`src/rtl/led_sprite_ctrl_pkg.sv`:
```
// Shared constants, FSM state type and colour helper for the LED sprite sequencer.
package led_pkg;

  localparam int SPRITE_W = 32;
  localparam int SPRITE_H = 32;
  localparam int ROM_LAT  = 1;

  localparam logic [15:0] TRANSPARENT = 16'h0000;

  typedef enum logic [1:0] {
    IDLE = 2'd0,
    DRAW = 2'd1,
    GAP  = 2'd2,
    DONE = 2'd3
  } state_e;

  function automatic logic is_opaque(input logic [15:0] colour);
    return colour != TRANSPARENT;
  endfunction

endpackage

```
`src/rtl/led_sprite_ctrl_if.sv`:
```
// Port bundle between the sequencer and the shared on/off sprite ROM pair.
interface led_sprite_ctrl_if;

  logic [9:0]  rom_ad;
  logic        rom_ce;
  logic [15:0] rom_dout_on;
  logic [15:0] rom_dout_off;

  modport master (
    output rom_ad,
    output rom_ce,
    input  rom_dout_on,
    input  rom_dout_off
  );

  modport slave (
    input  rom_ad,
    input  rom_ce,
    output rom_dout_on,
    output rom_dout_off
  );

endinterface

```
`src/rtl/led_sprite_ctrl_pix_pipe.sv`:
```
// Delays valid/select across the ROM read, then muxes on/off data and masks transparent pixels.
module led_pix_pipe
  import led_pkg::*;
(
  input  logic        clk,
  input  logic        rst_n,
  input  logic        v_i,
  input  logic        sel_i,
  input  logic [15:0] dout_on_i,
  input  logic [15:0] dout_off_i,
  output logic [15:0] pix_o,
  output logic        pix_valid_o
);

  logic [ROM_LAT-1:0] vdly_q;
  logic [ROM_LAT-1:0] sdly_q;
  logic [15:0]        data_s;
  logic               opaque_s;
  logic [15:0]        pix_q;
  logic               pix_valid_q;

  always_ff @(posedge clk or negedge rst_n) begin
    if (!rst_n) begin
      vdly_q <= '0;
      sdly_q <= '0;
    end else begin
      vdly_q <= ROM_LAT'({vdly_q, v_i});
      sdly_q <= ROM_LAT'({sdly_q, sel_i});
    end
  end

  always_comb begin
    data_s   = sdly_q[ROM_LAT-1] ? dout_on_i : dout_off_i;
    opaque_s = vdly_q[ROM_LAT-1] && is_opaque(data_s);
  end

  // Non-opaque output is forced to zero so the mixer can ignore pix when invalid.
  always_ff @(posedge clk or negedge rst_n) begin
    if (!rst_n) begin
      pix_q       <= 16'h0000;
      pix_valid_q <= 1'b0;
    end else begin
      pix_q       <= opaque_s ? data_s : 16'h0000;
      pix_valid_q <= opaque_s;
    end
  end

  assign pix_o       = pix_q;
  assign pix_valid_o = pix_valid_q;

endmodule

```
`src/rtl/led_sprite_ctrl.sv`:
```
// Raster sequencer for a row of LED sprites sharing one on/off ROM pair; 3-cycle pixel latency.
module led_sprite_ctrl
  import led_pkg::*;
#(
  parameter int NUM_LEDS = 8,
  parameter int X0       = 64,
  parameter int Y0       = 224,
  parameter int PITCH    = 40
) (
  input  logic                  clk,
  input  logic                  rst_n,
  input  logic                  de,
  input  logic [9:0]            x,
  input  logic [9:0]            y,
  input  logic                  frame_start,
  input  logic [NUM_LEDS-1:0]   leds,
  led_sprite_ctrl_if.master     rom,
  output logic [15:0]           pix,
  output logic                  pix_valid
);

  localparam logic [9:0]  X0_V     = 10'(X0);
  localparam logic [10:0] Y0_V     = 11'(Y0);
  localparam logic [10:0] Y_END    = 11'(Y0 + SPRITE_H);
  localparam logic [4:0]  LAST_COL = 5'(SPRITE_W - 1);
  localparam logic [3:0]  LAST_IDX = 4'(NUM_LEDS - 1);
  localparam logic [9:0]  GAP_LAST = 10'(PITCH - 33);

  state_e              state_q, state_d;
  logic [4:0]          col_q, col_d;
  logic [3:0]          idx_q, idx_d;
  logic [9:0]          gap_q, gap_d;
  logic [NUM_LEDS-1:0] leds_q;
  logic [9:0]          rom_ad_q;
  logic                rom_ce_q;
  logic                sel1_q;

  logic                band_s;
  logic                start_s;
  logic                draw_s;
  logic [4:0]          cur_col_s;
  logic [3:0]          cur_idx_s;
  logic [4:0]          row_s;
  logic [15:0]         leds_ext_s;

  assign band_s     = ({1'b0, y} >= Y0_V) && ({1'b0, y} < Y_END);
  assign start_s    = band_s && (x == X0_V);
  assign row_s      = 5'(y - 10'(Y0));
  assign leds_ext_s = 16'(leds_q);

  // The entry pixel at x == X0 is emitted from IDLE so the address appears one cycle after its coordinate.
  always_comb begin
    state_d   = state_q;
    col_d     = col_q;
    idx_d     = idx_q;
    gap_d     = gap_q;
    draw_s    = 1'b0;
    cur_col_s = col_q;
    cur_idx_s = idx_q;
    if (!de) begin
      state_d = IDLE;
      col_d   = 5'd0;
      idx_d   = 4'd0;
      gap_d   = 10'd0;
    end else begin
      case (state_q)
        IDLE: begin
          if (start_s) begin
            draw_s    = 1'b1;
            cur_col_s = 5'd0;
            cur_idx_s = 4'd0;
            state_d   = DRAW;
            col_d     = 5'd1;
            idx_d     = 4'd0;
          end else begin
            state_d = IDLE;
          end
        end
        DRAW: begin
          draw_s = 1'b1;
          if (col_q == LAST_COL) begin
            col_d = 5'd0;
            gap_d = 10'd0;
            if (idx_q == LAST_IDX) begin
              state_d = DONE;
            end else begin
              state_d = GAP;
            end
          end else begin
            col_d = col_q + 5'd1;
          end
        end
        GAP: begin
          if (gap_q == GAP_LAST) begin
            state_d = DRAW;
            idx_d   = idx_q + 4'd1;
            col_d   = 5'd0;
          end else begin
            gap_d = gap_q + 10'd1;
          end
        end
        DONE:    state_d = DONE;
        default: state_d = IDLE;
      endcase
    end
  end

  always_ff @(posedge clk or negedge rst_n) begin
    if (!rst_n) begin
      state_q <= IDLE;
      col_q   <= 5'd0;
      idx_q   <= 4'd0;
      gap_q   <= 10'd0;
    end else begin
      state_q <= state_d;
      col_q   <= col_d;
      idx_q   <= idx_d;
      gap_q   <= gap_d;
    end
  end

  // LED states are captured once per frame so a sprite never changes image mid-frame.
  always_ff @(posedge clk or negedge rst_n) begin
    if (!rst_n) begin
      leds_q <= '0;
    end else if (frame_start) begin
      leds_q <= leds;
    end else begin
      leds_q <= leds_q;
    end
  end

  always_ff @(posedge clk or negedge rst_n) begin
    if (!rst_n) begin
      rom_ad_q <= 10'd0;
      rom_ce_q <= 1'b0;
      sel1_q   <= 1'b0;
    end else if (draw_s) begin
      rom_ad_q <= {row_s, cur_col_s};
      rom_ce_q <= 1'b1;
      sel1_q   <= leds_ext_s[cur_idx_s];
    end else begin
      rom_ce_q <= 1'b0;
    end
  end

  assign rom.rom_ad = rom_ad_q;
  assign rom.rom_ce = rom_ce_q;

  led_pix_pipe u_pix_pipe (
    .clk         (clk),
    .rst_n       (rst_n),
    .v_i         (rom_ce_q),
    .sel_i       (sel1_q),
    .dout_on_i   (rom.rom_dout_on),
    .dout_off_i  (rom.rom_dout_off),
    .pix_o       (pix),
    .pix_valid_o (pix_valid)
  );

endmodule
```
`src/flat_wrapper.sv`:
```
// flat-port wrapper written by rule: the top's interface ports become plain ports
module led_sprite_ctrl_flat import led_pkg::*;
#(
  parameter int NUM_LEDS = 8,
  parameter int X0       = 64,
  parameter int Y0       = 224,
  parameter int PITCH    = 40
)
  (clk, rst_n, de, x, y, frame_start, leds, pix, pix_valid, rom_rom_ad, rom_rom_ce, rom_rom_dout_on, rom_rom_dout_off);
  led_sprite_ctrl_if rom_i ();
  input  logic clk;
  input  logic rst_n;
  input  logic de;
  input  logic [9:0] x;
  input  logic [9:0] y;
  input  logic frame_start;
  input  logic [NUM_LEDS-1:0] leds;
  output logic [15:0] pix;
  output logic pix_valid;
  output wire logic [$bits(rom_i.rom_ad)-1:0] rom_rom_ad;
  output wire logic [$bits(rom_i.rom_ce)-1:0] rom_rom_ce;
  input wire logic [$bits(rom_i.rom_dout_on)-1:0] rom_rom_dout_on;
  input wire logic [$bits(rom_i.rom_dout_off)-1:0] rom_rom_dout_off;
  assign rom_rom_ad = rom_i.rom_ad;
  assign rom_rom_ce = rom_i.rom_ce;
  assign rom_i.rom_dout_on = rom_rom_dout_on;
  assign rom_i.rom_dout_off = rom_rom_dout_off;
  led_sprite_ctrl #(.NUM_LEDS(NUM_LEDS), .X0(X0), .Y0(Y0), .PITCH(PITCH)) u_core (.clk(clk), .rst_n(rst_n), .de(de), .x(x), .y(y), .frame_start(frame_start), .leds(leds), .rom(rom_i), .pix(pix), .pix_valid(pix_valid));
endmodule
```
`config.mk`:
```
export PLATFORM = sky130hd
export DESIGN_NAME = led_sprite_ctrl_flat
export DESIGN_NICKNAME = d
export VERILOG_FILES = /design/src/rtl/led_sprite_ctrl_pkg.sv /design/src/rtl/led_sprite_ctrl_if.sv /design/src/rtl/led_sprite_ctrl_pix_pipe.sv /design/src/rtl/led_sprite_ctrl.sv /design/src/flat_wrapper.sv
export SDC_FILE = /design/constraint.sdc
export NUM_CORES = 1
export LEC_CHECK = 0
export BUFFER_PORTS_ARGS = -buffer_cell sky130_fd_sc_hd__buf_2
export CORE_ASPECT_RATIO = 1.25
export CORE_MARGIN = 2
export CORE_UTILIZATION = 40
export CTS_CLUSTER_SIZE = 24
export DETAILED_ROUTE_END_ITERATION = 8
export SETUP_SLACK_MARGIN = 0.02
export SYNTH_ARGS = -nofsm -noshare
export SYNTH_HDL_FRONTEND = slang
export SYNTH_SLANG_ARGS = --single-unit
```
`constraint.sdc`:
```
create_clock -name clk -period 3.6 [get_ports clk]
set_clock_uncertainty 0.05 [all_clocks]
set_input_delay 0.18 -clock clk [delete_from_list [all_inputs] [get_ports clk]]
set_output_delay 0.18 -clock clk [all_outputs]
set_load 0.02 [all_outputs]
```
* Yosys cells after proc, flatten, opt, wreduce, memory -nomap -nowiden
Index checks and enable logic that the tools add are counted.
** Storage, ports and cells
- Input port bits :: 64
- Flip-flop bits (word level) :: 60
** Cells by class
- Equality and inequality tests :: 14
- Muxes and demuxes :: 32
- $add $sub $neg :: 4
- Magnitude comparators :: 3
- Reductions and logical operators :: 9
** Operator list (number)
- two-way mux 5 bit :: 7
- two-way mux 16 bit :: 2
- two-way mux 10 bit :: 3
- two-way mux 4 bit :: 5
- one-hot mux 10 bit (2 select lines) :: 1
- nonzero test 16 bit :: 1
- one-hot mux 5 bit (3 select lines) :: 1
- adder 10 x 1 -> 10 bit, second input constant :: 1
- == test 10 x 3 -> 1 bit, second input constant :: 1
- == test 10 x 7 -> 1 bit, second input constant :: 1
- >= comparator 10 x 8 -> 1 bit, second input constant :: 1
- less-than comparator 10 x 9 -> 1 bit, second input constant :: 1
- inequality test 3 x 2 -> 1 bit, second input constant :: 3
- one-hot mux 2 bit (4 select lines) :: 1
- one-hot mux 4 bit (2 select lines) :: 1
- two-way mux 1 bit :: 6
- two-way mux 2 bit :: 3
- inequality test 3 x 1 -> 1 bit, second input constant :: 2
- AND reduction 3 bit :: 2
- adder 5 x 1 -> 5 bit, second input constant :: 1
- == test 5 bit, second input constant :: 1
- less-than comparator 4 x 5 -> 1 bit, second input constant :: 1
- subtractor 5 x 1 -> 5 bit, second input constant :: 1
- adder 4 x 1 -> 4 bit, second input constant :: 1
- other kinds (10) :: 14

* Logic depth before layout (Yosys ltp)
- Depth after elaboration :: 8
- Mapped depth :: 8
- Gate-level depth less buffers :: 8

* By module
From an unflattened synthesis, not the netlist that was laid out.
** Unflattened totals
- Cells, all modules :: 278
- Area, all modules :: 3129.3 µm²
** Modules (own cells, without submodules)
- led_sprite_ctrl :: cells an instance 209, instances 1, seq. area each 1026.0 µm², area an instance 2280.9 µm²
- led_pix_pipe :: cells an instance 69, instances 1, seq. area each 475.5 µm², area an instance 848.3 µm²

* Least setup slack after synthesis
OpenSTA, ideal clock, no wires.
- Kind :: reg-to-reg
- From :: register u_core.col_q[0]
- To :: register u_core.gap_q[4]
- Buffers on the path :: 0
- Stages on the path, launching flop included :: 9
- Period minus slack after synthesis :: 2.020 ns
- Arrival time :: 1.833 ns
- Required time :: 3.413 ns
- Setup slack :: 1.580 ns
- Cells stage by stage :: dfrtp_1 ha_1 and3_1 ha_1 mux2i_1 nand2_1 and3_1 xnor2_1 nor2_1
** On the way
- Longest elaborated chain between the ends :: 3
** Ends and longest elaborated chain
- start, declared :: RTL line led_sprite_ctrl.sv:30 : logic [4:0] col_q, col_d;
- start signal, assigned :: RTL line led_sprite_ctrl.sv:116 : col_q <= col_d;
- == test 5 bit :: RTL line led_sprite_ctrl.sv:81 : if (col_q == LAST_COL) begin
- inequality test 3 x 2 -> 1 bit (no source line)
- AND reduction 3 bit (no source line)
- end signal, assigned :: RTL line led_sprite_ctrl.sv:118 : gap_q <= gap_d;
- end, declared :: RTL line led_sprite_ctrl.sv:32 : logic [9:0] gap_q, gap_d;
No other way between the ends.
A chain may end at the register's enable or synchronous reset.

* Final worst setup path
- From :: register u_core.u_pix_pipe.sdly_q
- To :: register u_core.u_pix_pipe.pix_q[11], in the netlist u_core.u_pix_pipe.pix_o[11]
** On the way
- Longest elaborated chain between the ends :: 4
** Ends and longest elaborated chain
- start, declared :: RTL line led_sprite_ctrl_pix_pipe.sv:16 : logic [ROM_LAT-1:0] sdly_q;
- start signal, assigned :: RTL line led_sprite_ctrl_pix_pipe.sv:28 : sdly_q <= ROM_LAT'({sdly_q, sel_i});
- two-way mux 16 bit (*) :: RTL line led_sprite_ctrl_pix_pipe.sv:33 : data_s = sdly_q[ROM_LAT-1] ? dout_on_i : dout_off_i;
- nonzero test 16 bit :: RTL line led_sprite_ctrl_pkg.sv:18 : return colour != TRANSPARENT;
- logical AND 1 bit :: RTL line led_sprite_ctrl_pix_pipe.sv:34 : opaque_s = vdly_q[ROM_LAT-1] && is_opaque(data_s);
- two-way mux 16 bit (*) :: RTL line led_sprite_ctrl_pix_pipe.sv:43 : pix_q <= opaque_s ? data_s : 16'h0000;
- end signal, assigned :: RTL line led_sprite_ctrl_pix_pipe.sv:43
- end, declared :: RTL line led_sprite_ctrl_pix_pipe.sv:19 : logic [15:0] pix_q;
Every way passes the cells marked *; elsewhere a longest branch is shown, timed or not.

==> metrics.md <==
| Metric | Value |
|---|---|
| Post-DR wirelength/cell | `~14 µm` |
| Clock buffer count from CTS | `9` |
| RSZ-0062 raised after global routing | `no` |
| CTS H-Tree Depth | `3` |
| Actual slew at the worst max-slew pin | `0.9029 ns` |
| Placed Area | `~3500 µm²` |
| Status | `finished, final reports clean` |
| # rows | `35` |
| Die area | `8233 µm²` |
| Critical path's slowest cell | `dfrtp_1` |
| Iteration-0 DRC Markers | `90` |
| Die height | `101.0 µm` |
| Netlist cell types | `53` |
| Crit path DAT | `2.46 ns` |
| Hold Path Class | `input pin to flip-flop` |
| Crit path buffers/inverters | `0` |
| Syn avg cell area | `10.90 µm²` |
| Cells after synthesis | `approximately 280` |
| Synth Warn # | `0` |
| Drt total wl | `6478 µm` |
| Final Wtd Congestion | `~0.77` |
| Async SR Flop Fraction | `1.000` |
| Register area share after synthesis | `0.4992` |
| Avg Vias per Cell | `5.200` |
| FMAX | `approximately 430 MHz` |
| Clock Tree Root | `clkbuf_8` |
| Drt pass-1 iters | `4` |
| First-pass GRT wire length | `10650 µm` |
| PortBufs | `91` |
| Layout cells sized above 1 | `0.3529` |
| Setup tns final | `0 ns` |
| Ant. Diodes | `0` |
| Final worst slack | `1.283 ns` |
| Final setup viols | `0` |
| Mapped Area | `3008 µm²` |
| Design area | `3787 µm²` |
| P&R area growth vs syn | `25.92%` |
| Initial Util | `0.4113` |
| Die Width | `81.56 µm` |
| Gr usage total | `0.1675` |
| Clock Sinks | `60` |
| Critical path cell sequence | `or4b_1, o22ai_1, a21bo_1, nor2_1` |
| Vias | `2423` |
| Power Density | `419.9 nW/µm²` |
| Post-DRT Antenna Nets | `0` |
| Worst skew pair latency | `about 0.33 ns` |
| Worst Setup End Kind | `flip-flop` |
| Post-synth EDFFs | `0` |
| Synth Flop Type | `dfrtp_1` |
| Peak supply drop | `221.9 µV` |
| Overflow after GRT | `0` |
| Crit Path Category | `flip-flop to flip-flop` |
| CTS tree | `built` |
| Static Leak | `1.948 nW` |
| Largest net degree at the start of global routing | `37` |
| Worst-path maximum fanout | `20` |
| Relative slew slack | `0.3980` |
| Number of top-level pins | `92` |
| Pre-CTS setup slack | `1.257 ns` |
| Critical Path RT | `between 3 and 4 ns` |
| # nets final | `441` |
| Kind of cell adding the most delay to the critical path | `flip-flops` |
| Initial antenna violation count | `0` |
| Setup crit start kind | `flip-flop` |
| #FFs+latches synth | `60` |
| Most frequent cells in the layout | `buf_2, dfrtp_1, nor2_1, nand2_1, mux2i_1` |
| Clock transition at the registers of the reported paths | `0.07 ns` |
| Core area | `7313 µm²` |
| Max Cap Viol | `0` |
| Vias in the first global route | `roughly 2300` |
| Crit share post-route | `0.6436` |
| Max incr delay on CP | `~0.93 ns` |
| Slew Viols, Final | `0` |
| Synth Net Count | `between 300 and 400` |
| CTS max path bufs | `2` |
| Drt drc | `0` |
| Layout filler cell count | `677` |
| Fin crit period | `2.317 ns` |
| Most common cell after layout, fill and taps aside | `buf_2` |
| DP HPWL | `4901 µm` |
| Final number of hold-violating endpoints | `0` |
[power breakdown]
| part | leakage, nW | switching [mW] | internal (mW) |
|---|---|---|---|
| sequential | 0.809 | 0.00746 | 0.685 |
| clock | 0.131 | 0.254 | 0.550 |
| combinational | 1.01 | 0.0476 | 0.0467 |
[state kept, by name (all words and copies together) (netlist names)]
name / cells
u_core.leds_q: 8
u_core.u_pix_pipe.vdly_q: 1
u_core.rom.rom_ce: 1
u_core.idx_q: 4
u_core.sel1_q: 1
u_core.u_pix_pipe.pix_valid_o: 1
u_core.state_q: 2
u_core.u_pix_pipe.pix_o: 16
u_core.col_q: 5
u_core.gap_q: 10
u_core.u_pix_pipe.sdly_q: 1
u_core.rom.rom_ad: 10
[worst reg2reg max path, stage by stage, from the launching register on]
cell	delay, ns
dfrtp_1	0.93
or4b_1	0.49
o22ai_1	0.14
a21bo_1	0.46
nor2_1	0.12
[metrics by stage]
| stage | hold slack, ns | util | total power, mW | instances |
|---|---|---|---|---|
| 3_3_place_gp | 0.1545 | 0.4802 | 0.7994 | 449 |
| 3_5_place_dp | 0.1642 | 0.4802 | 0.8006 | 449 |
| 2_1_floorplan | -0.1656 | - | 0.7398 | 276 |
| 4_1_cts | 0.009707 | 0.5179 | 1.614 | 466 |
| 5_1_grt | 0.01535 | 0.5179 | 1.654 | 466 |
| 6_report | 0.02406 | 0.5179 | 1.590 | 466 |
[final timing paths]
check                                    startpoint                          end  slack (ns)  depth (start not counted)
max                        u_core.u_pix_pipe.sdly_q  u_core.u_pix_pipe.pix_o[11]        1.28                          4
min                                         leds[0]             u_core.leds_q[0]        0.02                          2
max reg2reg                u_core.u_pix_pipe.sdly_q  u_core.u_pix_pipe.pix_o[11]        1.28                          4
min reg2reg                           u_core.sel1_q     u_core.u_pix_pipe.sdly_q        0.33                          0
max in group asynchronous                     rst_n         u_core.rom.rom_ad[4]        2.31                          3
min in group asynchronous                     rst_n  u_core.u_pix_pipe.pix_o[11]        0.31                          2
[synthesized netlist by cell type, types with 5 or more instances]
cell type / instances / share of area
ha_1: 8 / 0.033
inv_1: 8 / 0.010
nor2_1: 30 / 0.037
nand2_1: 27 / 0.034
mux2_2: 13 / 0.049
dfrtp_1: 60 / 0.50
nor3_1: 6 / 0.010
buf_2: 5 / 0.0083
mux2i_1: 18 / 0.060
xor2_1: 5 / 0.015
nand4_1: 6 / 0.012
nand3_1: 11 / 0.018
a21oi_1: 10 / 0.017
o21ai_0: 13 / 0.022
[layer usage]
metal	track usage	wire, µm
met5	0	0
met4	0.07040	109
met3	0.03226	382
met2	0.2875	3324
met1	0.2024	2662
[final cells by class]
cell class,count,area (µm²),share of cell area
sequential,60,1501,0.3964
multi-input combinational,197,1403,0.3703
clock inverter,4,120.1,0.03171
inverter,8,30.03,0.007929
timing repair buffer,93,473.0,0.1249
tap,92,115.1,0.03039
clock buffer,12,145.1,0.03832
[cell families (layout without fill, tap and decap cells)]
logic type,count (synthesis),after routing,synth area share
buffers and inverters,19,117,0.03452
adder cells (fa/ha/maj),8,8,0.03328
multiplexers,32,32,0.1161
AO/OA/AOI/OAI,46,46,0.1127
AND/OR/NAND/NOR,103,103,0.1810
flip-flops,60,60,0.4992
XOR/XNOR,8,8,0.02330
[timing repair]
item,CTS,global route
buffers inserted,0,0
resized for setup,0,0
endpoints found under the hold margin,24,0
hold buffers,1,0
No activity file was read; power rests on OpenSTA's default activity.
